[config.mk]
export PLATFORM = sky130hd
export DESIGN_NAME = wb_port_arbiter_flat
export DESIGN_NICKNAME = d
export VERILOG_FILES = /design/src/rtl/wb_port_arbiter_if.sv /design/src/rtl/wb_port_arbiter.sv /design/src/flat_wrapper.sv
export SDC_FILE = /design/constraint.sdc
export NUM_CORES = 1
export LEC_CHECK = 0
export ABC_AREA = 1
export CAP_MARGIN = 20
export CELL_PAD_IN_SITES_DETAIL_PLACEMENT = 0
export CELL_PAD_IN_SITES_GLOBAL_PLACEMENT = 2
export CORE_MARGIN = 2
export CORE_UTILIZATION = 39
export DETAILED_ROUTE_END_ITERATION = 12
export DONT_BUFFER_PORTS = 1
export PLACE_DENSITY_LB_ADDON = 0.25
export REMOVE_ABC_BUFFERS = 1
export SLEW_MARGIN = 20
export SYNTH_ARGS = -nofsm -noshare
export SYNTH_HDL_FRONTEND = slang
export SYNTH_SLANG_ARGS = --single-unit
export TNS_END_PERCENT = 1
[constraint.sdc]
create_clock -name clk -period 3.8 [get_ports clk]
set_clock_uncertainty 0.1 [all_clocks]
set_input_delay 0.76 -clock clk [delete_from_list [all_inputs] [get_ports clk]]
set_output_delay 0.76 -clock clk [all_outputs]
set_load 0.005 [all_outputs]
[src/rtl/wb_port_arbiter_if.sv]
// Bus bundle for wb_port_arbiter: pipeline write-back, long-latency result
// push, register-file write port, stall request and debug state.
interface wb_port_arbiter_if #(
  parameter int B     = 32,
  parameter int D     = 5,
  parameter int DEPTH = 4
);
  localparam int AW = (DEPTH > 1) ? $clog2(DEPTH) : 1;
  localparam int CW = AW + 1;

  // Handshake: wb_valid has no back-pressure except through stall (the
  // pipeline freezes its WB inputs while stall is high). A long-latency
  // result transfers on a rising edge where lu_valid && lu_ready; lu_valid
  // and lu_dst/lu_data must stay stable until that edge.
  logic            wb_valid;
  logic [D-1:0]    wb_dst;
  logic [B-1:0]    wb_data;
  logic            lu_valid;
  logic [D-1:0]    lu_dst;
  logic [B-1:0]    lu_data;
  logic            lu_ready;
  logic            rf_we;
  logic [D-1:0]    rf_waddr;
  logic [B-1:0]    rf_wdata;
  logic            stall;
  logic [2**D-1:0] pend_mask;
  logic [CW-1:0]   dbg_count;
  logic [AW-1:0]   dbg_rd_ptr;
  logic [AW-1:0]   dbg_wr_ptr;

  modport slave (
    input  wb_valid, wb_dst, wb_data, lu_valid, lu_dst, lu_data,
    output lu_ready, rf_we, rf_waddr, rf_wdata, stall, pend_mask,
           dbg_count, dbg_rd_ptr, dbg_wr_ptr
  );

  modport master (
    output wb_valid, wb_dst, wb_data, lu_valid, lu_dst, lu_data,
    input  lu_ready, rf_we, rf_waddr, rf_wdata, stall, pend_mask,
           dbg_count, dbg_rd_ptr, dbg_wr_ptr
  );
endinterface

[src/rtl/wb_port_arbiter.sv]
// Register-file write port arbiter: pipeline write-back has priority, long-latency
// results queue in a FIFO. Define WB_STARVE_GUARD_EN to build the starvation guard.
module wb_port_arbiter #(
  parameter int B        = 32,
  parameter int D        = 5,
  parameter int DEPTH    = 4,
  parameter int MAX_WAIT = 8
) (
  input logic              clk,
  input logic              reset,
  wb_port_arbiter_if.slave bus
);
  localparam int AW = (DEPTH > 1) ? $clog2(DEPTH) : 1;
  localparam int CW = AW + 1;

  logic [D-1:0]    dst_mem  [DEPTH];
  logic [B-1:0]    data_mem [DEPTH];
  logic [AW-1:0]   rd_ptr;
  logic [AW-1:0]   wr_ptr;
  logic [CW-1:0]   count;
  logic            fifo_ne;
  logic            wb_req;
  logic            push;
  logic            pop;
  logic            wb_sel;
  logic            stall_q;
  logic [2**D-1:0] pend;
  logic [AW-1:0]   off;

  assign fifo_ne      = (count != '0);
  assign bus.lu_ready = (count < CW'(DEPTH));
  assign wb_req       = bus.wb_valid && (bus.wb_dst != '0);
  // Writes to r0 are consumed but never queued.
  assign push         = bus.lu_valid && bus.lu_ready && (bus.lu_dst != '0);
  // A stall forces the head out even when the pipeline asks for the port.
  assign pop          = fifo_ne && (stall_q || !wb_req);
  assign wb_sel       = wb_req && !pop;

  always_ff @(posedge clk or posedge reset) begin
    if (reset) begin
      rd_ptr       <= '0;
      wr_ptr       <= '0;
      count        <= '0;
      bus.rf_we    <= 1'b0;
      bus.rf_waddr <= '0;
      bus.rf_wdata <= '0;
    end else begin
      if (push) wr_ptr <= wr_ptr + 1'b1;
      if (pop)  rd_ptr <= rd_ptr + 1'b1;
      case ({push, pop})
        2'b10:   count <= count + 1'b1;
        2'b01:   count <= count - 1'b1;
        default: count <= count;
      endcase
      if (pop) begin
        bus.rf_we    <= 1'b1;
        bus.rf_waddr <= dst_mem[rd_ptr];
        bus.rf_wdata <= data_mem[rd_ptr];
      end else if (wb_sel) begin
        bus.rf_we    <= 1'b1;
        bus.rf_waddr <= bus.wb_dst;
        bus.rf_wdata <= bus.wb_data;
      end else begin
        bus.rf_we    <= 1'b0;
      end
    end
  end

  // Entry storage needs no reset: validity comes from count and rd_ptr.
  always_ff @(posedge clk) begin
    if (push) begin
      dst_mem[wr_ptr]  <= bus.lu_dst;
      data_mem[wr_ptr] <= bus.lu_data;
    end
  end

  // An entry is live when its distance from the head is below count.
  always_comb begin
    pend = '0;
    off  = '0;
    for (int i = 0; i < DEPTH; i++) begin
      off = AW'(i) - rd_ptr;
      if ({1'b0, off} < count) pend[dst_mem[i]] = 1'b1;
    end
  end

  assign bus.pend_mask  = pend;
  assign bus.dbg_count  = count;
  assign bus.dbg_rd_ptr = rd_ptr;
  assign bus.dbg_wr_ptr = wr_ptr;

`ifdef WB_STARVE_GUARD_EN
  localparam int WW = $clog2(MAX_WAIT + 1);
  logic [WW-1:0] wait_cnt;
  logic [WW-1:0] wait_nxt;

  always_comb begin
    wait_nxt = '0;
    if (fifo_ne && !pop) wait_nxt = wait_cnt + 1'b1;
  end

  // Stall rises on the edge where the wait reaches MAX_WAIT; the pop it
  // forces clears wait_cnt, so stall never stays high two cycles.
  always_ff @(posedge clk or posedge reset) begin
    if (reset) begin
      wait_cnt <= '0;
      stall_q  <= 1'b0;
    end else begin
      wait_cnt <= wait_nxt;
      stall_q  <= (wait_nxt == WW'(MAX_WAIT));
    end
  end
`else
  assign stall_q = 1'b0;
`endif

  assign bus.stall = stall_q;
endmodule

[src/flat_wrapper.sv]
// flat-port wrapper written by rule: the top's interface ports become plain ports
module wb_port_arbiter_flat 
#(
  parameter int B        = 32,
  parameter int D        = 5,
  parameter int DEPTH    = 4,
  parameter int MAX_WAIT = 8
)
  (clk, reset, bus_wb_valid, bus_wb_dst, bus_wb_data, bus_lu_valid, bus_lu_dst, bus_lu_data, bus_lu_ready, bus_rf_we, bus_rf_waddr, bus_rf_wdata, bus_stall, bus_pend_mask, bus_dbg_count, bus_dbg_rd_ptr, bus_dbg_wr_ptr);
  wb_port_arbiter_if #(.B(B), .D(D), .DEPTH(DEPTH)) bus_i ();
  input logic clk;
  input logic reset;
  input wire logic [$bits(bus_i.wb_valid)-1:0] bus_wb_valid;
  input wire logic [$bits(bus_i.wb_dst)-1:0] bus_wb_dst;
  input wire logic [$bits(bus_i.wb_data)-1:0] bus_wb_data;
  input wire logic [$bits(bus_i.lu_valid)-1:0] bus_lu_valid;
  input wire logic [$bits(bus_i.lu_dst)-1:0] bus_lu_dst;
  input wire logic [$bits(bus_i.lu_data)-1:0] bus_lu_data;
  output wire logic [$bits(bus_i.lu_ready)-1:0] bus_lu_ready;
  output wire logic [$bits(bus_i.rf_we)-1:0] bus_rf_we;
  output wire logic [$bits(bus_i.rf_waddr)-1:0] bus_rf_waddr;
  output wire logic [$bits(bus_i.rf_wdata)-1:0] bus_rf_wdata;
  output wire logic [$bits(bus_i.stall)-1:0] bus_stall;
  output wire logic [$bits(bus_i.pend_mask)-1:0] bus_pend_mask;
  output wire logic [$bits(bus_i.dbg_count)-1:0] bus_dbg_count;
  output wire logic [$bits(bus_i.dbg_rd_ptr)-1:0] bus_dbg_rd_ptr;
  output wire logic [$bits(bus_i.dbg_wr_ptr)-1:0] bus_dbg_wr_ptr;
  assign bus_i.wb_valid = bus_wb_valid;
  assign bus_i.wb_dst = bus_wb_dst;
  assign bus_i.wb_data = bus_wb_data;
  assign bus_i.lu_valid = bus_lu_valid;
  assign bus_i.lu_dst = bus_lu_dst;
  assign bus_i.lu_data = bus_lu_data;
  assign bus_lu_ready = bus_i.lu_ready;
  assign bus_rf_we = bus_i.rf_we;
  assign bus_rf_waddr = bus_i.rf_waddr;
  assign bus_rf_wdata = bus_i.rf_wdata;
  assign bus_stall = bus_i.stall;
  assign bus_pend_mask = bus_i.pend_mask;
  assign bus_dbg_count = bus_i.dbg_count;
  assign bus_dbg_rd_ptr = bus_i.dbg_rd_ptr;
  assign bus_dbg_wr_ptr = bus_i.dbg_wr_ptr;
  wb_port_arbiter #(.B(B), .D(D), .DEPTH(DEPTH), .MAX_WAIT(MAX_WAIT)) u_core (.clk(clk), .reset(reset), .bus(bus_i));
endmodule
======== After elaboration in Yosys (flattened, before gate mapping) ========
Memories as Yosys holds them, arrays and structs flattened.
Cells that the tools add are included.
storage, ports and cells
  word-level logic and storage cells ...... 71
  input bits .............................. 78
  RAM bits ................................ 148
  memories kept ........................... 2
  flip-flop bits (word level) ............. 45
  output and inout bits ................... 79
operators by class
  bitwise logic cells ..................... 3
  multiplexer cells ....................... 21
  add/sub/neg operators ................... 8
  eq/ne operators ......................... 2
  $lt $le $gt $ge ......................... 13
  reduce and logical (&&, ||, !) cells .... 16
memories
  name             words  width  rd ports  clocked after Yosys merged registers in  wr ports  line                   text
  u_core.data_mem  4      32     1         0                                        1         wb_port_arbiter.sv:17  logic [B-1:0] data_mem [DEPTH];
  u_core.dst_mem   4      5      5         0                                        1         wb_port_arbiter.sv:16  logic [D-1:0] dst_mem [DEPTH];
operators with widths
  kind                 count
  $mux 32              6
  $or 32x32->32        3
  $lt 5x6->1 const B   4
  $demux 1 s5          4
  $ge 5x1->1 const B   4
  $lt 2x3->1           4
  $mux 5               2
  $reduce_bool 5->1    2
  $logic_and 1x1->1    9
  $mux 1               8
  $pmux 3 s2           1
  $add 2x1->2 const B  2
  $reduce_bool 2->1    2
  $sub 1x2->2 const A  2
  $sub 2x2->2 const A  2
  $add 3x1->3 const B  1
  $lt 3x3->1 const B   1
  $reduce_bool 3->1    1
  $sub 3x1->3 const B  1
  $eq 2x1->1 const B   1
  $eq 2x2->1 const B   1
  $logic_not 1->1      2

======== Logic depth before layout (Yosys ltp) ========
Gate-level depths: netlist of the first run.
An unclocked memory read counts as a cell.
  word-level depth ........................ 12
  depth in mapped cells ................... 13
  mapped depth without buffers ............ 11

======== Worst setup path after synthesis of the first run ========
OpenSTA, ideal clock, no wires.
  kind .................................... input to register
  start ................................... input port bus_lu_dst[3]
  end ..................................... memory u_core.data_mem[0][0] (enable)
  data required time ...................... 3269 ps
  setup time .............................. 431 ps
  stages on the path ...................... 4
  path buffers ............................ 0
  setup slack ............................. 689 ps
  arrival ................................. 2580 ps
  cell sequence ........................... nor3_1 nand2_1 nand3_2 nor2_1
between the ends
  cells in the longest elaborated chain, start to end .. 4
RTL lines
  item                          line                   text
  from (decl)                   flat_wrapper.sv:17     input wire logic [$bits(bus_i.lu_dst)-1:0] bus_lu_dst;
  $reduce_bool 5->1             wb_port_arbiter.sv:34  assign push = bus.lu_valid && bus.lu_ready && (bus.lu_dst != '0);
  $logic_and 1x1->1             wb_port_arbiter.sv:34
  $mux 1                        wb_port_arbiter.sv:71  if (push) begin
  $mux 1 (implied by the code)  wb_port_arbiter.sv:73  data_mem[wr_ptr] <= bus.lu_data;
  to (decl)                     wb_port_arbiter.sv:17
Every way passes these cells.

======== Final worst setup path of the first run ========
  start ................................... register u_core.count[1], in the netlist u_core.bus.dbg_count[1]
  end ..................................... output port bus_pend_mask[24]
between the ends
  cells in the longest elaborated chain, start to end .. 8
  elaborated cells on any way between the ends .. 11
  those cells by class .................... order compare (4); mux (4); bitwise (3)
RTL lines
  item                            line                   text
  from (decl)                     wb_port_arbiter.sv:20  logic [CW-1:0] count;
  from (signal assigned)          wb_port_arbiter.sv:51  2'b10: count <= count + 1'b1;
  from (signal assigned)          wb_port_arbiter.sv:52  2'b01: count <= count - 1'b1;
  from (signal assigned)          wb_port_arbiter.sv:53  default: count <= count;
  $lt 2x3->1                      wb_port_arbiter.sv:83  if ({1'b0, off} < count) pend[dst_mem[i]] = 1'b1;
  $mux 32                         wb_port_arbiter.sv:83
  $or 32x32->32 (no source line)  -
  $mux 32                         wb_port_arbiter.sv:83
  $or 32x32->32 (no source line)  -
  $mux 32                         wb_port_arbiter.sv:83
  $or 32x32->32 (no source line)  -
  $mux 32 (*)                     wb_port_arbiter.sv:83
  to (decl)                       flat_wrapper.sv:24     output wire logic [$bits(bus_i.pend_mask)-1:0] bus_pend_mask;
Every way passes the cells marked *; elsewhere a longest branch is shown, timed or not.

==> results by group, run 1 <==
Status
  • Outcome: completed

Finish
  • Most frequent cells in the layout: nand2_1 (340), nand3_1 (158), edfxtp_1 (148)
  • Ant diodes: 0
  • Area grow syn2layout: 8.99%
  • Commonest non-fill, non-tap cell in the layout: nand2_1
  • Multi-input gate area: around 3400 sq um
  • FF/Latch Area: 5570 sq um
  • Nets: approximately 1100
  • Post-layout util: 0.429
  • # fillers: about 2400
  • Proportion of layout cells with a drive suffix above 1: 0.0815
  • Fin cells: approximately 1400

Clocking
  • Setup Fix Bufs, Post-CTS: 0
  • Clk sink count: between 150 and 200
  • H-tree depth: 4
  • CTS Root Buffer Type: clkbuf_16
  • CTS resizes: 0
  • Clock-pin slew on the worst setup and hold paths: about 80 ps
  • TritonCTS clock tree: yes
  • TritonCTS buffer count: 17
  • CTS max path bufs: 2
  • # hold bufs at CTS: 0
  • Worst-skew pair later-pin latency: roughly 430 ps

Critical path
  • Worst path max stage delay: 480 ps
  • RR Startpoint: u_core.bus.dbg_count[0]
  • Worst setup path start: u_core.bus.dbg_count[1]
  • CP Buf/Inv Count: 3
  • Slowest-stage cell, CP: dfrtp_1
  • Worst path top cell family by delay: buffers and inverters
  • Worst setup SP type: register
  • CP max FO: 18
  • WP data arrival: around 2400 ps
  • Req. time, crit path: 2940 ps
  • Crit path cell chain: inv_1, ha_1, nand3_1, buf_4, nand2_1, buf_4, nor2_1, nor2_1, nand3_1
  • Setup crit end kind: primary output
  • CP Class: register to primary output

Pwr
  • Sw Ratio: 0.421
  • Power density of the placed cells: 716 nW/um^2
  • Seq pwr share: 0.410
  • Clock power frac: 0.231
  • P_int: around 4300 uW
  • Worst vdd ir: about 0.00043 V
  • Net Switching: between 3000 and 4000 uW
  • Comb power frac: 0.358
  • Static Leak: about 0.0041 uW

Global route
  • Initial antenna violation count: 0
  • Pin count of the biggest net entering global routing: 39
  • First-pass GRT wire length: roughly 42000 um
  • GRT Util Overall: 0.215
  • Number of global-route vias before repair: roughly 7000
  • Grt ovf: 0

Floorplan
  • Initial core utilization: 0.394
  • Row cnt: 57
  • Die W: about 160 um
  • Die area: roughly 26000 sq um
  • IO Count: 157
  • Die Ht: roughly 160 um
  • Core area: around 24000 sq um

Timing
  • RSZ-0062 raised after global routing: no
  • Max Freq: around 300 MHz
  • Fin. Hold Viols: 0
  • Worst slew margin: 0.372
  • Final Max Slew Viols: 0
  • Period utilization: 0.865
  • Final critical-path required period: 3290 ps
  • Slew at the pin with the worst max-slew slack: ~940 ps
  • Final number of setup-violating endpoints: 0
  • Setup TNS Final: 0 ps

Place
  • Placed insts: between 1000 and 1500
  • Routability cong.: between 0.8 and 0.9
  • Buffers added on ports: 0
  • Post-DP HPWL: about 18000 um

Synthesis
  • Largest cells by area after synthesis: edfxtp_1 (47%), nand2_1 (13%), dfrtp_1 (12%)
  • Ys Warns: 0
  • Async SR Flop Fraction: 0.233
  • Largest area contributor in the netlist: edfxtp_1
  • Syn Inst Count: between 1000 and 1500
  • Synth Register Bits: around 190
  • Yosys top cell area share: 0.467
  • Syn Std Cell Area: 9520 sq um
  • Post-Syn Area per Cell: approximately 9.2 sq um
  • Netlist cell types: 32
  • Most common flop cell mapped by yosys: edfxtp_1
  • Sequential area share after synthesis: 0.585
  • Post-synth EDFFs: about 150

Detailed routing
  • Initial DRC count: between 500 and 600
  • Avg WL per Cell: just under 20 um
  • Antenna viol nets, final: 0
  • Vias per cell: ~5.2
  • Via count: around 7000
  • Post-route DRC: 0
  • Final Routed Wirelength: roughly 27000 um
  • First-pass DRT Iterations: 5

Job
  • Max cap viols: 0

Hold path
  • Hold Crit Class: primary input to asynchronous set/reset pin
==> per-stage QoR <==
step                      instance area, sq um  power [uW]  setup WS [ps]  hold slack (ps)
after global placement                    9780        5770            837              397
after detailed placement                  9800        5800            820              395
final                                    10400        7430            513              251
after global routing                     10400        7930            332              278
after floorplan                           9200        4740            153              373
after CTS                                10400        7520            480              263
==> final timing paths <==
| path | end | slack, ps | cells after the start |
|---|---|---|---|
| worst max-delay path | bus_pend_mask[24] | 510 | 9 |
| worst min-delay path | u_core.bus.rf_wdata[11] | 250 | 1 |
| worst max register to register | u_core.bus.dbg_count[2] | 1320 | 10 |
| worst min register to register | u_core.bus.rf_wdata[19] | 410 | 2 |
| max in group asynchronous | u_core.bus.rf_waddr[4] | 2590 | 2 |
| min in group clk | u_core.data_mem[2][19] | 320 | 0 |
==> cell usage after synthesis (4+ instances only) <==
cell type	number
nand2_1	340
nand3_1	158
edfxtp_1	148
nor2_1	112
inv_1	64
dfrtp_1	45
nand4_1	45
nor3_1	25
buf_2	22
buf_6	13
ha_1	9
buf_4	7
o21ai_0	6
inv_2	5
nand2_4	5
nand2_2	4
nor2_4	4
==> worst register-to-register path: stages, from the launching register on <==
cell and delay, ps:
dfrtp_1 580, nor3_4 120, inv_2 90, nand2_4 160, inv_4 290, ha_1 210, inv_1 60, fa_1 370
a21oi_1 140, o21ai_0 110, xor2_1 150
==> power groups by stage <==
stage / sequential (uW) / clock (uW) / combinational (uW)
6_report: 3050 / 1720 / 2660
5_1_grt: 3100 / 1830 / 3000
4_1_cts: 3060 / 1760 / 2710
3_5_place_dp: 3100 / 0 / 2700
3_3_place_gp: 3100 / 0 / 2680
2_1_floorplan: 3080 / 0 / 1660
==> sequential cells by signal (all words and copies together), names as in the netlist <==
name	count
u_core.bus.dbg_wr_ptr	2
u_core.bus.rf_wdata	32
u_core.bus.dbg_count	3
u_core.bus.dbg_rd_ptr	2
u_core.dst_mem	20
u_core.data_mem	128
u_core.bus.rf_we	1
u_core.bus.rf_waddr	5
==> metal layers <==
layer | part of all wire | track usage
met1 | 0.43 | 0.276
met3 | 0.069 | 0.0592
met5 | 0 | 0
met4 | 0.017 | 0.0610
met2 | 0.48 | 0.359
==> cell families (layout without fill, tap and decap cells) <==
group                      count (synthesis)  count (layout)  synth area share
and+or+nand+nor                          705             705             0.328
DFF                                      193             193             0.585
buffers and inverters                    117             122            0.0645
adders and majority gates                 10              10            0.0139
AOI/OAI and AO/OA                          8               8           0.00420
xor gates and xnor gates                   4               4           0.00368
other                                      1               1          0.000394
==> layout make-up <==
| type | instances | area share |
|---|---|---|
| Sequential cell | 193 | 0.537 |
| Multi-Input combinational cell | 728 | 0.325 |
| Clock buffer | 18 | 0.0413 |
| Tap cell | 324 | 0.0391 |
| Inverter | 73 | 0.0276 |
| Timing Repair Buffer | 17 | 0.0154 |
| Clock inverter | 14 | 0.0147 |
Note: power is estimated with default switching activity, not from simulation.
==> inputs of run 2 (changes only) <==
- RECOVER_POWER: default -> 100
==> run 2 against run 1 <==
  * Via count fell by 0.31%
  * Critical endpoint is now bus_pend_mask[4]
  * Register-to-register slack lost 740 ps
  * First-iteration DRC count down 5.4%
  * Highest routed layer unchanged
  * Critical path depth is 1 higher
  * Sequential power hardly changed
  * Worst setup slack got worse by 110 ps
  * Utilization shrank 0.43 points
  * Non-clock buffer count stayed put
  * Cell area down 1.0%
  * Total power shrank 1.0%
  * Fmax shrank 3.4%
  * Sequential share of layout area up 0.53 points
==> results by group, run 2 (synthesis results as in run 1) <==
Floorplan
  • Die W: around 160 um
  • Core area: around 24000 sq um
  • Die Ht: ~160 um
  • IO Count: approximately 160
  • Die area: 25700 sq um
  • Row cnt: 57
  • Initial core utilization: 0.394

Critical path
  • Worst setup path start: u_core.bus.dbg_rd_ptr[0]
  • Worst setup path endpoint: bus_pend_mask[4]
  • RR Endpoint: u_core.data_mem[3][22]
  • CP max FO: 10
  • R2R depth: 4
  • RR Startpoint: u_core.bus.dbg_count[2]
  • Worst setup SP type: register
  • Req. time, crit path: approximately 2900 ps
  • FF-to-FF setup slack: a little under 600 ps
  • WP data arrival: between 2000 and 3000 ps
  • CP Class: register to primary output
  • Setup crit end kind: primary output

Timing
  • Final critical-path required period: around 3400 ps
  • Final Max Slew Viols: 0
  • Period utilization: 0.895
  • Max Freq: 294 MHz
  • Fin. Hold Viols: 0
  • Slew at the pin with the worst max-slew slack: around 1400 ps
  • Final number of setup-violating endpoints: 0
  • Setup TNS Final: 0 ps
  • Worst slew margin: 0.0434
  • RSZ-0062 raised after global routing: no

Global route
  • GRT Util Overall: 0.215
  • Pin count of the biggest net entering global routing: 39
  • Initial antenna violation count: 0
  • First-pass GRT wire length: 41700 um
  • Number of global-route vias before repair: approximately 7000
  • Grt ovf: 0

Finish
  • Proportion of layout cells with a drive suffix above 1: 0.0642
  • Most flops, register: u_core.data_mem
  • Area grow syn2layout: 7.90%
  • Max reg flops: around 130
  • Largest regs: u_core.data_mem x128, u_core.bus.rf_wdata x32, u_core.dst_mem x20
  • # fillers: roughly 2400
  • Most frequent cells in the layout: nand2_1 (343), nand3_1 (160), edfxtp_1 (148)
  • FF/Latch Area: 5570 sq um
  • Ant diodes: 0
  • Nets: 1118
  • Final instance area: approximately 10000 sq um
  • Multi-input gate area: 3310 sq um
  • Post-layout util: 0.425
  • Commonest non-fill, non-tap cell in the layout: nand2_1

Pwr
  • Worst vdd ir: approximately 0.00043 V
  • Static Leak: 0.00410 uW
  • Power density of the placed cells: between 700 and 800 nW/um^2

Place
  • Post-DP HPWL: about 18000 um
  • Placed Area: roughly 9800 sq um
  • Routability cong.: approximately 0.88
  • Buffers added on ports: 0

Clocking
  • CTS resizes: 0
  • TritonCTS buffer count: 17
  • H-tree depth: 4
  • CTS max path bufs: 2
  • # hold bufs at CTS: 0
  • TritonCTS clock tree: yes
  • Setup Fix Bufs, Post-CTS: 0
  • CTS Root Buffer Type: clkbuf_16
  • Worst-skew pair later-pin latency: 430 ps
  • Clock-pin slew on the worst setup and hold paths: 80 ps
  • Clk sink count: 193

Detailed routing
  • Avg WL per Cell: between 15 and 20 um
  • Vias per cell: approximately 5.1
  • Antenna viol nets, final: 0
  • First-pass DRT Iterations: 4
  • Initial DRC count: approximately 510
  • Final Routed Wirelength: about 27000 um
  • Post-route DRC: 0
  • Via count: roughly 7000

Hold path
  • Hold Crit Class: primary input to register

Job
  • Max cap viols: 0

Status
  • Outcome: completed
run 2: how the worst min path moves through the flow:
stage | start | endpoint | slack, ps | depth (start not counted)
after floorplan | u_core.bus.rf_wdata[11] | u_core.bus.rf_wdata[11] | 370 | 2
after CTS | reset | u_core.bus.rf_wdata[16] | 260 | 1
final | bus_lu_data[0] | u_core.data_mem[3][0] | 320 | 0
after global placement | u_core.bus.rf_wdata[13] | u_core.bus.rf_wdata[13] | 400 | 2
after global routing | bus_lu_data[2] | u_core.data_mem[0][2] | 290 | 0
after detailed placement | u_core.bus.rf_wdata[28] | u_core.bus.rf_wdata[28] | 390 | 2
run 2: worst max-delay path, stage by stage, from the launching register on:
cell     delay (ps)
dfrtp_1         550
nand2_1         120
inv_1            60
nor2_1          140
inv_1           100
ha_1            280
nand3_1         200
nand2_4         140
nor2_4          280
nand2_1          90
nand4_1         160
run 2: cell type report:
class | instances | area share
Sequential cell | 193 | 0.542
Inverter | 73 | 0.0276
Multi-Input combinational cell | 728 | 0.322
Clock buffer | 18 | 0.0418
Clock inverter | 14 | 0.0149
Tap cell | 324 | 0.0394
Timing Repair Buffer | 17 | 0.0125
run 2: per-layer routing:
metal	routed length, um	global-route usage	part of all wire	up-vias
li1	-	-	-	3456
met1	11800	0.276	0.44	3321
met2	12900	0.359	0.48	210
met3	1860	0.0592	0.069	37
met4	473	0.0610	0.017	0
met5	0	0	0	-
run 2: per-stage QoR:
stage	total power [uW]	worst slack [ps]	hold WS (ps)	cells
finish	7350	398	317	1367
global route	7860	174	295	1367
CTS	7520	480	263	1367
detailed placement	5800	820	395	1335
global placement	5770	837	397	1334
floorplan	4740	153	373	994
run 2: where the power goes:
group          internal, uW  leakage [uW]  switching (uW)  total [uW]
registers              2730       0.00188             313        3040
clock network           875      0.000274             841        1720
logic                   670       0.00195            1920        2590
==> inputs of run 3 (changes only) <==
- clock period: 3.8 -> 3.5 ns (I/O delays scaled with it)
==> run 3 against run 2 <==
  * Via count is 0.80% higher
  * Count of clock-buffer cells in the layout stayed put
  * Total power is 11% higher
  * First-iteration DRC count is 22% lower
  * Combinational power is 10% higher
  * Largest power group unchanged
==> results by group, run 3 (synthesis results as in run 1) <==
Detailed routing
  • Initial DRC count: slightly below 400
  • Top Metal Used: met5
  • Final Routed Wirelength: 27400 um
  • Vias per cell: 5.17
  • Post-route DRC: 0
  • Met3 routed WL: 1880 um
  • Via count: slightly above 7000
  • Wl on met1: about 12000 um
  • Avg WL per Cell: 20.0 um
  • Antenna viol nets, final: 0
  • Met2 Wirelength: approximately 13000 um
  • First-pass DRT Iterations: 5

Finish
  • Post-layout util: 0.428
  • Area grow syn2layout: 8.61%
  • Commonest non-fill, non-tap cell in the layout: nand2_1
  • # fillers: around 2400
  • Max reg flops: 128
  • Proportion of layout cells with a drive suffix above 1: 0.0746
  • Fin cells: 1370
  • Ant diodes: 0
  • Largest regs: u_core.data_mem x128, u_core.bus.rf_wdata x32, u_core.dst_mem x20
  • Most flops, register: u_core.data_mem
  • Most frequent cells in the layout: nand2_1 (341), nand3_1 (159), edfxtp_1 (148)
  • Nets: 1121

Global route
  • Number of global-route vias before repair: between 7000 and 8000
  • Grt ovf: 0
  • Pin count of the biggest net entering global routing: 39
  • First-pass GRT wire length: ~42000 um
  • Initial antenna violation count: 1
  • GRT Util Overall: 0.218

Critical path
  • Crit path cell chain: buf_4, inv_2, ha_1, nor2_1, nand2_1, nand2_2, inv_6, nand3_1, o21ai_0, inv_1, nand2_1
  • CP Buf/Inv Count: 4
  • CP max FO: 18
  • CP Class: register to primary output
  • Setup crit end kind: primary output
  • Worst setup SP type: register
  • WP data arrival: 2430 ps
  • Worst path max stage delay: 420 ps
  • Crit path top cell by count: nand2_1
  • Slowest-stage cell, CP: dfrtp_1
  • Worst path top cell family by delay: buffers and inverters
  • FF-to-FF setup slack: 340 ps
  • Req. time, crit path: about 2700 ps

Clocking
  • CTS max path bufs: 2
  • CTS resizes: 0
  • Worst-skew pair later-pin latency: 430 ps
  • Clk sink count: 193
  • TritonCTS buffer count: 17
  • Clock-pin slew on the worst setup and hold paths: about 80 ps
  • H-tree depth: 4
  • Setup Fix Bufs, Post-CTS: 0
  • CTS Root Buffer Type: clkbuf_16
  • # hold bufs at CTS: 0
  • TritonCTS clock tree: yes

Timing
  • Period utilization: 0.923
  • Final number of setup-violating endpoints: 0
  • Fin. Hold Viols: 0
  • Worst setup margin: approximately 270 ps
  • Slew at the pin with the worst max-slew slack: roughly 1400 ps
  • Final critical-path required period: 3230 ps
  • RSZ-0062 raised after global routing: no
  • Worst slew margin: 0.0542
  • Final Max Slew Viols: 0
  • WHS: around 260 ps
  • Max Freq: about 310 MHz

Place
  • Placed insts: 1338
  • Post-DP HPWL: 18100 um
  • Worst slack, placed: roughly 580 ps
  • Buffers added on ports: 0
  • Routability cong.: just under 0.9

Floorplan
  • Core area: 24200 sq um
  • Row cnt: 57
  • IO Count: ~160
  • Initial core utilization: 0.394
  • Die W: roughly 160 um
  • Die Ht: 160 um
  • Die area: 25700 sq um

Hold path
  • Hold Crit Class: primary input to register

Pwr
  • Pwr Total: approximately 8000 uW
  • Worst vdd ir: approximately 0.00035 V
  • Power density of the placed cells: a little under 800 nW/um^2
  • Static Leak: 0.00414 uW

Status
  • Outcome: completed

Job
  • Max cap viols: 0
run 3: cell count changes in the layout (fill, tap and decap cells not counted), sizes merged:
cell / change
buf: +2
inv: +1
bufinv: +1
clkinv: +1
clkinvlp: -3
clkbuf: +1
run 3: layout make-up:
type | instances | area, sq um | area share
tap | 324 | 405 | 0.0392
multi-input combinational | 728 | 3320 | 0.321
clock buffer | 18 | 429 | 0.0415
timing repair buffer | 20 | 144 | 0.0139
sequential | 193 | 5570 | 0.539
clock inverter | 14 | 194 | 0.0187
inverter | 73 | 284 | 0.0275
run 3: worst reg2reg max path: stages, from the launching register on:
cell and delay (ps):
dfrtp_1 460, inv_1 360, nand3_1 410, nor2_1 520, clkbuf_2 900
run 3: path summary, 6_finish.rpt:
check,cells after the start,to,start
worst min register to register,2,u_core.bus.rf_wdata[13],u_core.bus.rf_wdata[13]
worst max register to register,4,u_core.data_mem[1][20],u_core.bus.dbg_count[2]
worst min-delay path,0,u_core.data_mem[0][0],bus_lu_data[0]
max in group asynchronous,2,u_core.bus.rf_wdata[14],reset
worst max-delay path,11,bus_pend_mask[30],u_core.bus.dbg_rd_ptr[1]
min in group asynchronous,1,u_core.bus.rf_wdata[3],reset
run 3: metrics by stage:
| step | cell area (sq um) | setup TNS, ps |
|---|---|---|
| 2_1_floorplan | 9200 | -2170 |
| 3_3_place_gp | 9810 | 0 |
| 3_5_place_dp | 9810 | 0 |
| 4_1_cts | 10400 | 0 |
| 5_1_grt | 10300 | 0 |
| 6_report | 10300 | 0 |
run 3: where the power goes:
group,internal [uW],switching [uW]
logic,738,2120
registers,2960,328
clock network,1040,960
total,4740,3400
run 3: metal layers:
metal,up-vias,GRT usage
li1,3465,-
met1,3367,0.288
met2,224,0.364
met3,22,0.0540
met4,2,0.0500
met5,-,0
